## config.mk

```make
export PLATFORM = sky130hd
export DESIGN_NAME = seq_addsub_k
export DESIGN_NICKNAME = d
export VERILOG_FILES = /design/src/rtl/k_alu_pkg.sv /design/src/rtl/addsub_chunk.sv /design/src/rtl/full_adder_1_bit.sv /design/src/rtl/seq_addsub_k.sv
export SDC_FILE = /design/constraint.sdc
export NUM_CORES = 1
export LEC_CHECK = 0
export CORE_MARGIN = 3
export CORE_UTILIZATION = 46
export CTS_CLUSTER_SIZE = 8
export DETAILED_ROUTE_END_ITERATION = 7
export PLACE_DENSITY = 0.75
export SETUP_SLACK_MARGIN = 0.02
export SKIP_LAST_GASP = 1
export SYNTH_ARGS = -nofsm -noshare
export SYNTH_HDL_FRONTEND = slang
export SYNTH_SLANG_ARGS = --single-unit
```

## constraint.sdc

```tcl
create_clock -name clk -period 2.55 [get_ports clk]
set_input_delay 0.51 -clock clk [delete_from_list [all_inputs] [get_ports clk]]
set_output_delay 0.51 -clock clk [all_outputs]
set_load 0.05 [all_outputs]
```

## src/rtl/k_alu_pkg.sv

```systemverilog
`default_nettype none
// ============================================================================
// Module      : k_alu_pkg
// Description : Shared definitions for the K_ALU datapath: operation codes,
//               sequencer state encoding and small op-decode helpers.
// Revision    : 1.0 - initial release
// ============================================================================
package k_alu_pkg;

    // Operation encodings presented on the op port
    localparam logic [1:0] OP_ADD  = 2'b00;
    localparam logic [1:0] OP_SUB  = 2'b01;
    localparam logic [1:0] OP_ADDK = 2'b10;
    localparam logic [1:0] OP_SUBK = 2'b11;

    // Sequencer states for the chunked add/subtract units
    typedef enum logic [1:0] {
        ST_IDLE = 2'b00,
        ST_RUN  = 2'b01,
        ST_DONE = 2'b10
    } state_t;

    // True for the two subtracting operations
    function automatic logic op_is_sub(input logic [1:0] op);
        return (op == OP_SUB) || (op == OP_SUBK);
    endfunction

    // True when operand B is replaced by the immediate constant
    function automatic logic op_uses_k(input logic [1:0] op);
        return (op == OP_ADDK) || (op == OP_SUBK);
    endfunction

endpackage : k_alu_pkg
`default_nettype wire

```

## src/rtl/addsub_chunk.sv

```systemverilog
`default_nettype none
// ============================================================================
// Module      : addsub_chunk
// Description : Combinational CHUNK-bit add/subtract slice built as a ripple
//               of full_adder_1_bit cells. Operand B is inverted when sub=1,
//               the caller supplies the +1 through cin on the first chunk.
// Revision    : 1.0 - initial release
// ============================================================================
module addsub_chunk
    import k_alu_pkg::*;
#(
    parameter int CHUNK = 2
) (
    input  logic [CHUNK-1:0] a_c,
    input  logic [CHUNK-1:0] b_c,
    input  logic             sub,
    input  logic             cin,
    output logic [CHUNK-1:0] sum_c,
    output logic             cout,
    output logic             c_msb_in
);

    logic [CHUNK:0]   w_carry;
    logic [CHUNK-1:0] w_b_x;

    // Conditional inversion of B turns the adder into a subtractor
    assign w_b_x      = b_c ^ {CHUNK{sub}};
    assign w_carry[0] = cin;

    // Ripple chain, LSB cell first
    generate
        for (genvar gi = 0; gi < CHUNK; gi++) begin : g_fa
            full_adder_1_bit u_fa (
                .a    (a_c[gi]),
                .b    (w_b_x[gi]),
                .cin  (w_carry[gi]),
                .sum  (sum_c[gi]),
                .cout (w_carry[gi+1])
            );
        end
    endgenerate

    // Carry out of the slice and carry into its top cell (for overflow)
    assign cout     = w_carry[CHUNK];
    assign c_msb_in = w_carry[CHUNK-1];

endmodule : addsub_chunk
`default_nettype wire

```

## src/rtl/full_adder_1_bit.sv

```systemverilog
`default_nettype none
// ============================================================================
// Module      : full_adder_1_bit
// Description : Single-bit full adder cell, the building block of the
//               chunk ripple.
// Revision    : 1.0 - initial release
// ============================================================================
module full_adder_1_bit (
    input  logic a,
    input  logic b,
    input  logic cin,
    output logic sum,
    output logic cout
);

    // Gate-level sum and carry of one bit position
    assign sum  = a ^ b ^ cin;
    assign cout = (a & b) | (a & cin) | (b & cin);

endmodule : full_adder_1_bit
`default_nettype wire

```

## src/rtl/seq_addsub_k.sv

```systemverilog
`default_nettype none
// ============================================================================
// Module      : seq_addsub_k
// Description : Multi-cycle add/subtract unit (A+B, A-B, A+K, A-K). Operands
//               are processed CHUNK bits per clock through addsub_chunk, the
//               inter-chunk carry lives in a register. start/busy/done
//               handshake, carry/overflow/zero flags valid with done.
// Revision    : 1.0 - initial release
// ============================================================================
module seq_addsub_k
    import k_alu_pkg::*;
#(
    parameter int WIDTH = 8,
    parameter int CHUNK = 2,
    parameter int K     = 4
) (
    input  logic             clk,
    input  logic             rst,
    input  logic             start,
    input  logic [1:0]       op,
    input  logic [WIDTH-1:0] a,
    input  logic [WIDTH-1:0] b,
    output logic             busy,
    output logic             done,
    output logic [WIDTH-1:0] result,
    output logic             carry,
    output logic             overflow,
    output logic             zero
);

    localparam int                 c_N     = WIDTH / CHUNK;
    localparam int                 c_IDX_W = (c_N > 1) ? $clog2(c_N) : 1;
    localparam logic [c_IDX_W-1:0] c_LAST  = c_IDX_W'(c_N - 1);
    localparam logic [WIDTH-1:0]   c_K     = WIDTH'(K);

    state_t             r_state;
    state_t             w_state_nxt;
    logic [WIDTH-1:0]   r_opa;
    logic [WIDTH-1:0]   r_opb;
    logic               r_sub;
    logic               r_cin;
    logic [c_IDX_W-1:0] r_idx;
    logic [WIDTH-1:0]   r_result;
    logic               r_carry;
    logic               r_ovf;
    logic               r_zero;

    logic               w_accept;
    logic               w_run;
    logic               w_last;
    logic [CHUNK-1:0]   w_a_c;
    logic [CHUNK-1:0]   w_b_c;
    logic [CHUNK-1:0]   w_sum_c;
    logic               w_cout;
    logic               w_c_msb_in;
    logic [WIDTH-1:0]   w_result_nxt;

    // A request is taken whenever the unit is not mid-computation
    assign w_run    = (r_state == ST_RUN);
    assign w_accept = start && ((r_state == ST_IDLE) || (r_state == ST_DONE));
    assign w_last   = w_run && (r_idx == c_LAST);

    // Current chunk of each latched operand
    assign w_a_c = r_opa[r_idx*CHUNK +: CHUNK];
    assign w_b_c = r_opb[r_idx*CHUNK +: CHUNK];

    addsub_chunk #(
        .CHUNK (CHUNK)
    ) u_chunk (
        .a_c      (w_a_c),
        .b_c      (w_b_c),
        .sub      (r_sub),
        .cin      (r_cin),
        .sum_c    (w_sum_c),
        .cout     (w_cout),
        .c_msb_in (w_c_msb_in)
    );

    // Result with the current chunk merged in; also feeds the zero flag
    always_comb begin
        w_result_nxt = r_result;
        w_result_nxt[r_idx*CHUNK +: CHUNK] = w_sum_c;
    end

    // State register
    always_ff @(posedge clk or posedge rst) begin
        if (rst) begin
            r_state <= ST_IDLE;
        end else begin
            r_state <= w_state_nxt;
        end
    end

    // Next-state logic: N RUN cycles, one DONE cycle, back-to-back from DONE
    always_comb begin
        w_state_nxt = r_state;
        case (r_state)
            ST_IDLE: begin
                if (start) begin
                    w_state_nxt = ST_RUN;
                end
            end
            ST_RUN: begin
                if (r_idx == c_LAST) begin
                    w_state_nxt = ST_DONE;
                end
            end
            ST_DONE: begin
                w_state_nxt = start ? ST_RUN : ST_IDLE;
            end
            default: begin
                w_state_nxt = ST_IDLE;
            end
        endcase
    end

    // Operand latch, chunk sequencing, result and flag registers
    always_ff @(posedge clk or posedge rst) begin
        if (rst) begin
            r_opa    <= '0;
            r_opb    <= '0;
            r_sub    <= 1'b0;
            r_cin    <= 1'b0;
            r_idx    <= '0;
            r_result <= '0;
            r_carry  <= 1'b0;
            r_ovf    <= 1'b0;
            r_zero   <= 1'b0;
        end else if (w_accept) begin
            r_opa    <= a;
            r_opb    <= op_uses_k(op) ? c_K : b;
            r_sub    <= op_is_sub(op);
            r_cin    <= op_is_sub(op);
            r_idx    <= '0;
            r_result <= '0;
            r_carry  <= 1'b0;
            r_ovf    <= 1'b0;
            r_zero   <= 1'b0;
        end else if (w_run) begin
            r_result <= w_result_nxt;
            r_cin    <= w_cout;
            if (w_last) begin
                r_idx   <= '0;
                r_carry <= w_cout;
                r_ovf   <= w_c_msb_in ^ w_cout;
                r_zero  <= (w_result_nxt == '0);
            end else begin
                r_idx <= r_idx + 1'b1;
            end
        end
    end

    // Handshake outputs decode the registered state
    assign busy     = (r_state == ST_RUN);
    assign done     = (r_state == ST_DONE);
    assign result   = r_result;
    assign carry    = r_carry;
    assign overflow = r_ovf;
    assign zero     = r_zero;

endmodule : seq_addsub_k
`default_nettype wire

```

==> summary.md, run 1 <==
| Metric | Value |
|---|---|
| Status | complete, but fails checks |
| Failing checks | negative setup slack |
| Clk_skew | between 0.003 and 0.004 ns |
| Total Nets Final | 245 |
| # port buffers | 33 |
| Met2 Usage GRT | around 27% |
| CTS Hold Bufs | 0 |
| Worst Tran Pin Value | between 0.7 and 0.8 ns |
| GRT Resource Usage Total | about 18% |
| Io pins | 34 |
| Vias per cell | between 5 and 6 |
| Post-route ant nets | 0 |
| Type of origin of the critical path | register |
| Vias in the first global route | 1258 |
| Global routing usage on met3 | 5.059% |
| Pre-Repair DR Iteration Count | 4 |
| Detailed Place HPWL | between 2000 and 3000 um |
| Mux contribution to synthesized area | 6.282% |
| Die X | about 67 um |
| Synth Area in Compound Gates | 9.277% |
| Max IR drop VDD | 0.0005497 V |
| Finished Layout Cells | 263 |
| Post-synthesis adder-cell area fraction | 6.720% |
| Hold WC Path Type | register to register |
| Avg Synthesized Cell Area | 9.788 um2 |
| Unrepaired setup endpoints after global routing | yes |
| H-tree Lvls | 2 |
| # Max-Cap Violations | 0 |
| Crit path DAT | ~2.9 ns |
| DRC violations left | 0 |
| Layout cells sized above 1 | 12.44% |
| Tmin final | ~2.7 ns |
| Initial antenna violation count | 0 |
| Cells after synthesis | 175 |
| Chip height | ~67 um |
| Period utilisation layout | 106.4% |
| Register area share after synthesis | about half |
| First-pass GRT wire length | 5740 um |
| Rows | 21 |
| Met1 usage | 21.08% |
| Ys async rst share | 100.0% |
| Max Buffers Root-to-Sink | 2 |
| Synthesized area | 0.001713 mm2 |
| Worst endpoint required time | between 2 and 3 ns |
| Main synth FF type | dfrtp_1 |
| GR peak layer | met2 |
| # setup viols final | 1 |
| XOR/XNOR Fraction of Synth Area | 1.534% |
| Simple-gate area share of the yosys netlist | 24.03% |
| Largest net degree at the start of global routing | 34 |
| Clk sinks | 33 |
| Final Cell Area | 0.002250 mm2 |
| Final Worst Setup Slack | -0.1641 ns |
| Hold Vio Cnt, Final | 0 |
| Crit path kind | register to register |
| Antenna Cells | 0 |
| Layout area overhead | 31.34% |
| Worst skew pair latency | 0.28 ns |
| Fmax | 368.5 MHz |
| Routed WL | 3608 um |
| Initial drt markers | ~80 |
| Most frequent cells in the layout | nand2_1, dfrtp_1, clkdlybuf4s50_1 |
| Commonest non-fill, non-tap cell in the layout | nand2_1 |
| Main combinational cell family by area after synthesis | simple AND/OR/NAND/NOR gates |
| Post-synthesis register bit count | 33 |
| Max-slew violations | 0 |
| Global placement routability congestion | 0.9356 |
| Slew Limit Headroom | 52.71% |
| Grt total ovfl | 0 |
| Maximum fanout along the worst path | 3 |
| CP endpoint kind | register |
| Power Density | between 1000 and 1500 mW/mm2 |
| Post-DP Area | 0.002115 mm2 |
| Root Driver | clkbuf_8 |
| DR WL/cell | about 14 um |
| Inserted Clock Buffers | 5 |
| Core Area | 0.003468 mm2 |
| Syn. warnings | 0 |
| Die area | 0.004492 mm2 |
| Static leakage | 1.046 nW |
| EDFF count, synth | 0 |
| Dpl cells | 254 |
| Initial Util | 49.39% |
| Synth Net Count | 204 |
| Netlist cell types | 33 |
| Via Count | roughly 1300 |
| CTS tree | yes |
| Clk slew on worst S/H paths | 0.07 ns |
## kinds of logic after synthesis
group | count (synthesis)
XOR/XNOR | 3
flip-flops | 33
buffers and inverters | 15
adder cells (fa/ha/maj) | 8
multiplexers | 5
AND/OR/NAND/NOR | 88
AO/OA/AOI/OAI | 23
## per-stage QoR
stage / power, mW / setup slack, ns / util, % / TNS, ns / hold slack [ns]
after floorplan: 2.192 / -0.1773 / - / -0.2016 / 0.4303
after global placement: 2.632 / -0.01889 / 60.97 / -0.01889 / 0.4476
after detailed placement: 2.670 / -0.1498 / 60.97 / -0.1498 / 0.4519
after CTS: 3.112 / -0.1562 / 63.89 / -0.1562 / 0.4671
after global routing: 3.474 / -0.2338 / 64.86 / -0.2338 / 0.4974
final: 3.241 / -0.1641 / 64.86 / -0.1641 / 0.4620
## layout make-up
cell class                      instances  area [um2]
Timing Repair Buffer                   40       380.4
Clock inverter                          1       5.005
Sequential cell                        33       825.8
Multi-Input combinational cell        127       850.8
Clock buffer                            7       96.34
Inverter                                9       33.78
Fill cell                             304        1219
Tap cell                               46       57.56
## worst max-delay path, stage by stage (launching register included)
cell and delay [ns]:
dfrtp_1 0.37, mux4_2 0.51, xnor2_1 0.15, fa_2 0.36
fa_2 0.59, nor2_4 0.07, a31oi_4 0.16, o2111ai_1 0.15
o31ai_2 0.27
## power by group
part / switching [mW] / internal (mW)
clock network: 0.192 / 0.244
registers: 0.138 / 0.752
logic: 1.13 / 0.781
total: 1.46 / 1.78
## synth_stat cells (3+ instances only)
cell	count	share of area, %
a31oi_1	3	1.1
xnor2_1	3	1.5
buf_2	3	0.88
inv_1	7	1.5
o21ai_0	10	2.9
ha_1	6	4.4
nand3b_1	7	3.1
nor2b_1	7	2.6
dfrtp_1	33	48
nor2_1	5	1.1
nand2_1	59	13
nand3_1	3	0.88
## timing repair
| action | CTS | global route |
|---|---|---|
| endpoints found under the hold margin | 0 | 0 |
| cloned | 0 | 0 |
| gates resized for setup | 0 | 6 |
| setup buffers | 0 | 1 |
| endpoints found under the setup margin | 2 | 4 |
## flip-flops by register name (all words and copies together) (netlist names)
register / cells
r_opb: 8
r_state: 2
overflow: 1
result: 8
r_idx: 2
zero: 1
r_opa: 8
r_sub: 1
carry: 1
r_cin: 1
## worst paths after layout
path | startpoint | to | slack, ns | depth (start not counted)
worst min-delay path | r_opb[4] | r_opb[4] | 0.46 | 2
worst max-delay path | r_idx[0] | zero | -0.16 | 8
max in group asynchronous | rst | r_idx[1] | 1.65 | 3
worst max register to register | r_idx[0] | zero | -0.16 | 8
min in group asynchronous | rst | r_opb[1] | 0.60 | 3
worst min register to register | r_opb[4] | r_opb[4] | 0.46 | 2
## metal layers
layer  vias to the layer above  part of all wire, %
li1                        668                    -
met1                       620                   44
met2                        42                   47
met3                        10                  6.3
met4                         0                  2.9
met5                         -                    0
Power figures use the tool's default switching activity.
==> run 2, diff against run 1 <==
--- a/config.mk
+++ b/config.mk
@@ -11,7 +11,6 @@
 export DETAILED_ROUTE_END_ITERATION = 7
 export PLACE_DENSITY = 0.75
 export SETUP_SLACK_MARGIN = 0.02
-export SKIP_LAST_GASP = 1
 export SYNTH_ARGS = -nofsm -noshare
 export SYNTH_HDL_FRONTEND = slang
 export SYNTH_SLANG_ARGS = --single-unit
==> summary.md, run 2 (synthesis gave the netlist of run 1 again) <==
| Metric | Value |
|---|---|
| Status | complete, but fails checks |
| Failing checks | negative setup slack |
| Global placement routability congestion | 0.9356 |
| Slew Limit Headroom | a little over half |
| Pre-Repair DR Iteration Count | 4 |
| Fmax | 369.4 MHz |
| Hold-critical path depth | 2 |
| Die X | about 67 um |
| Io pins | 34 |
| Layout cells sized above 1 | 12.90% |
| Max-slew violations | 0 |
| Hold Vio Cnt, Final | 0 |
| H-tree Lvls | 2 |
| Worst Tran Pin Value | approximately 0.72 ns |
| Chip height | 67.02 um |
| Maximum fanout along the worst path | 3 |
| Final Worst Setup Slack | -0.1568 ns |
| # Max-Cap Violations | 0 |
| Antenna Cells | 0 |
| Die area | about 0.0045 mm2 |
| R2R depth | 8 |
| Hold WC Path Type | register to register |
| Tmin final | 2.707 ns |
| Power Density | 1443 mW/mm2 |
| Clk sinks | 33 |
| Detailed Place HPWL | between 2000 and 3000 um |
| Fin Setup TNS | -0.1568 ns |
| Clk slew on worst S/H paths | ~0.070 ns |
| Commonest non-fill, non-tap cell in the layout | nand2_1 |
| Total Nets Final | 245 |
| Clk_skew | around 0.0031 ns |
| Via Count | between 1000 and 1500 |
| Initial drt markers | 75 |
| # port buffers | 33 |
| DRC violations left | 0 |
| Inserted Clock Buffers | 5 |
| Max Buffers Root-to-Sink | 2 |
| GRT Resource Usage Total | roughly 18% |
| Worst skew pair latency | 0.28 ns |
| CTS tree | yes |
| Unrepaired setup endpoints after global routing | yes |
| Root Driver | clkbuf_8 |
| Most frequent cells in the layout | nand2_1, dfrtp_1, clkdlybuf4s50_1 |
| Crit path kind | register to register |
| Initial Util | 49.39% |
| Post-route ant nets | 0 |
| Crit path DAT | 2.90 ns |
| Final Util | 65.04% |
| First-pass GRT wire length | 5740 um |
| Rows | 21 |
| Core Area | 0.003468 mm2 |
| Static leakage | 1.047 nW |
| Layout area overhead | 31.70% |
| Vias per cell | 5.065 |
| CP endpoint kind | register |
| Max IR drop VDD | 0.0005498 V |
| # setup viols final | 1 |
| Largest net degree at the start of global routing | 34 |
| Initial antenna violation count | 0 |
| Routed WL | 3623 um |
| Vias in the first global route | 1258 |
| Worst endpoint required time | 2.75 ns |
| DR WL/cell | 13.78 um |
| Grt total ovfl | 0 |
| Period utilisation layout | 106.1% |
| Type of origin of the critical path | register |
-- run 2: final timing paths --
check	start	slack, ns	to
max reg2reg	r_idx[0]	-0.16	zero
min reg2reg	r_opb[4]	0.46	r_opb[4]
max in group asynchronous	rst	1.65	r_idx[1]
min in group asynchronous	rst	0.60	r_opb[1]
max	r_idx[0]	-0.16	zero
min	r_opb[4]	0.46	r_opb[4]
-- run 2: final cells by class --
class                           instances  area, um2
Tap cell                               46      57.56
Clock inverter                          1      5.005
Inverter                                9      33.78
Multi-Input combinational cell        127      857.1
Fill cell                             302       1212
Sequential cell                        33      825.8
Clock buffer                            7      96.34
Timing Repair Buffer                   40      380.4
-- run 2: power by group --
group          switching, mW  total (mW)  internal (mW)  leakage, nW
combinational           1.15        1.93          0.783        0.564
clock                  0.193       0.437          0.244       0.0542
sequential             0.138       0.890          0.752        0.428
total                   1.48        3.25           1.78         1.05
-- run 2: through the flow --
stage	instance area, um2	std cells	power [mW]	hold WS, ns	setup slack (ns)
floorplan	1718	175	2.192	0.4303	-0.1773
global placement	2115	254	2.632	0.4476	-0.01889
detailed placement	2115	254	2.670	0.4519	-0.1498
CTS	2216	262	3.112	0.4671	-0.1562
global route	2256	263	3.483	0.4974	-0.2195
finish	2256	263	3.255	0.4620	-0.1568
-- run 2: timing repair --
action,in CTS,in global routing
endpoints found under the setup margin,2,4
buffers inserted,0,1
gates cloned,0,0
gates resized for setup,0,7
pin swaps,0,0
hold endpoints to repair,0,0
hold buffers,0,0
-- run 2: worst max-delay path: stages (launching register included) --
cell	delay (ns)
dfrtp_1	0.37
mux4_2	0.51
xnor2_1	0.15
fa_2	0.36
fa_2	0.59
nor2_4	0.07
a31oi_4	0.18
o2111ai_2	0.13
o31ai_2	0.26
-- run 2: routing by layer --
metal	GRT usage, %	part of all wire, %	vias to the layer above
met4	12.15	2.9	0
met3	5.059	4.6	10
met2	27.36	47	38
met5	0	0	-
li1	-	-	667
met1	21.08	46	617
==> run 3, diff against run 2 <==
--- a/config.mk
+++ b/config.mk
@@ -5,6 +5,7 @@
 export SDC_FILE = /design/constraint.sdc
 export NUM_CORES = 1
 export LEC_CHECK = 0
+export ABC_AREA = 1
 export CORE_MARGIN = 3
 export CORE_UTILIZATION = 46
 export CTS_CLUSTER_SIZE = 8
==> summary.md, run 3 <==
| Metric | Value |
|---|---|
| Initial drt markers | 81 |
| R2R Path Start | r_idx[0] |
| Area leader, netlist | dfrtp_1 |
| Hold-critical path depth | 2 |
| Final Worst Setup Slack | 0.1332 ns |
| # port buffers | 33 |
| GRT Resource Usage Total | 17.47% |
| Hold WC Path Type | register to register |
| Max-slew violations | 0 |
| Crit path DAT | 1.91 ns |
| Hold Vio Cnt, Final | 0 |
| Area contributors post-synth | dfrtp_1, nand2_1, nand3_1 |
| Avg Synthesized Cell Area | 8.306 um2 |
| Hold_sp | r_opa[4] |
| Multi-input logic area | a little over 800 um2 |
| Ys async rst share | 100.0% |
| Fin Setup TNS | 0 ns |
| Vias per cell | 4.960 |
| Clk_skew | around 0.0036 ns |
| Io pins | 34 |
| Core Area | 0.003495 mm2 |
| Reg-to-reg slack, setup | roughly 0.21 ns |
| Chip height | between 60 and 70 um |
| CP endpoint kind | output pin |
| Worst Tran Pin Value | 0.5310 ns |
| H-tree Lvls | 2 |
| First-pass GRT wire length | approximately 5900 um |
| Initial Util | 49.91% |
| Crit path kind | register to output pin |
| Unrepaired setup endpoints after global routing | no |
| Most frequent cells after synthesis | nand2_1, dfrtp_1, nand3_1 |
| Reg area | 827.0 um2 |
| WHS Endpoint | r_opa[4] |
| Root Driver | clkbuf_8 |
| Antenna Cells | 0 |
| Period utilisation layout | 94.78% |
| Largest net degree at the start of global routing | 34 |
| Comb pwr share | 59.3% |
| Syn. warnings | 0 |
| Max Buffers Root-to-Sink | 2 |
| Reg2Reg Capture Point | zero |
| DR WL/cell | about 11 um |
| Setup WS pre-CTS | 0.07288 ns |
| Max IR drop VDD | about 0.0006 V |
| R2R depth | 13 |
| DRC violations left | 0 |
| Type of origin of the critical path | register |
| Switch Pwr | 1.542 mW |
| Synth top area share | around 47% |
| Seq pwr share | 28.9% |
| Power Density | ~1400 mW/mm2 |
| Vias in the first global route | roughly 1300 |
| Die X | a little under 70 um |
| Clk slew on worst S/H paths | 0.06 ns |
| Initial antenna violation count | 0 |
| Inserted Clock Buffers | 5 |
| Global placement routability congestion | ~0.84 |
| Fmax | a little over 400 MHz |
| Grt total ovfl | 0 |
| Synthesized area | roughly 0.0017 mm2 |
| Static leakage | 1.147 nW |
| Worst endpoint required time | 2.04 ns |
| Maximum fanout along the worst path | 9 |
| Layout cells sized above 1 | 11.86% |
| Post-route ant nets | 0 |
| Main synth FF type | dfrtp_1 |
| Most frequent cells in the layout | nand2_1, clkdlybuf4s50_1, dfrtp_1 |
| CTS tree | yes |
| Netlist cell types | 25 |
| Net Sw Frac | a little under half |
| Register area share after synthesis | between 40% and 50% |
| Clock share of power | 11.8% |
| Commonest non-fill, non-tap cell in the layout | nand2_1 |
| Clk sinks | 33 |
| Pre-Repair DR Iteration Count | 4 |
| Tmin final | 2.417 ns |
| Internal | 1.707 mW |
| EDFF count, synth | 0 |
| Synth Net Count | 239 |
| Worst skew pair latency | 0.28 ns |
| Count leader, synth | nand2_1 |
| Detailed Place HPWL | around 2500 um |
| Via Count | ~1500 |
| Slew Limit Headroom | between 60 and 70% |
| Post-synthesis register bit count | 33 |
| Layout filler cell count | 299 |
| Status | completed |
| Layout area overhead | 29.27% |
| # Max-Cap Violations | 0 |
| Die area | 0.004566 mm2 |
| Rows | 21 |
| Cells after synthesis | 210 |
| Total Nets Final | 282 |
| Routed WL | between 3000 and 4000 um |
| # setup viols final | 0 |
## run 3: repair_timing
action                                  in CTS  in global routing
resized for setup                            0                  3
endpoints found under the setup margin       0                  5
setup buffers                                0                  1
hold buffers                                 0                  0
## run 3: how the worst max path moves through the flow
stage / end / cells after the start / startpoint / slack [ns]
floorplan: zero / 14 / r_idx[0] / 0.08
global placement: zero / 13 / r_idx[0] / 0.12
detailed placement: zero / 13 / r_idx[0] / 0.07
CTS: zero / 13 / r_idx[0] / 0.06
global route: busy / 3 / r_state[0] / 0.03
finish: busy / 3 / r_state[0] / 0.13
## run 3: per-stage QoR
step	instance area (um2)	utilization, %	total power, mW	hold WS, ns	instances
floorplan	1744	-	2.318	0.4366	210
global placement	2157	61.73	2.808	0.4625	291
detailed placement	2157	61.73	2.831	0.4647	291
CTS	2243	64.20	3.224	0.4817	298
global route	2255	64.52	3.553	0.4973	299
finish	2255	64.52	3.249	0.4775	299
## run 3: layer usage
layer  part of all wire [%]  global-route usage (%)  routed length (um)
met1                     47                   21.99                1580
met4                    1.6                   6.835                  55
met3                    5.3                   5.491                 179
met5                      0                       0                   0
met2                     46                   27.83                1563
## run 3: final cells by class
cell class,count,area share [%]
Inverter,22,3.774
Sequential cell,33,36.68
Multi-Input combinational cell,150,35.96
Timing Repair Buffer,41,17.20
Clock buffer,7,3.829
Tap cell,46,2.553
## run 3: cell families after synthesis
logic type	share of synthesized area (%)
AND/OR/NAND/NOR	28.41
flip-flops	47.35
buffers and inverters	6.457
AO/OA/AOI/OAI	9.684
adder cells (fa/ha/maj)	6.600
XOR/XNOR	1.507
## run 3: power by group through the flow
stage	clock network, mW	logic (mW)	registers (mW)
finish	0.384	1.93	0.939
global route	0.421	2.16	0.974
CTS	0.396	1.88	0.947
detailed placement	0	1.88	0.954
global placement	0	1.86	0.946
floorplan	0	1.16	1.16
## run 3: critical path: stages (launching register included)
cell	delay (ns)
dfrtp_1	0.49
nand2_4	0.14
inv_2	0.17
clkdlybuf4s50_1	0.83
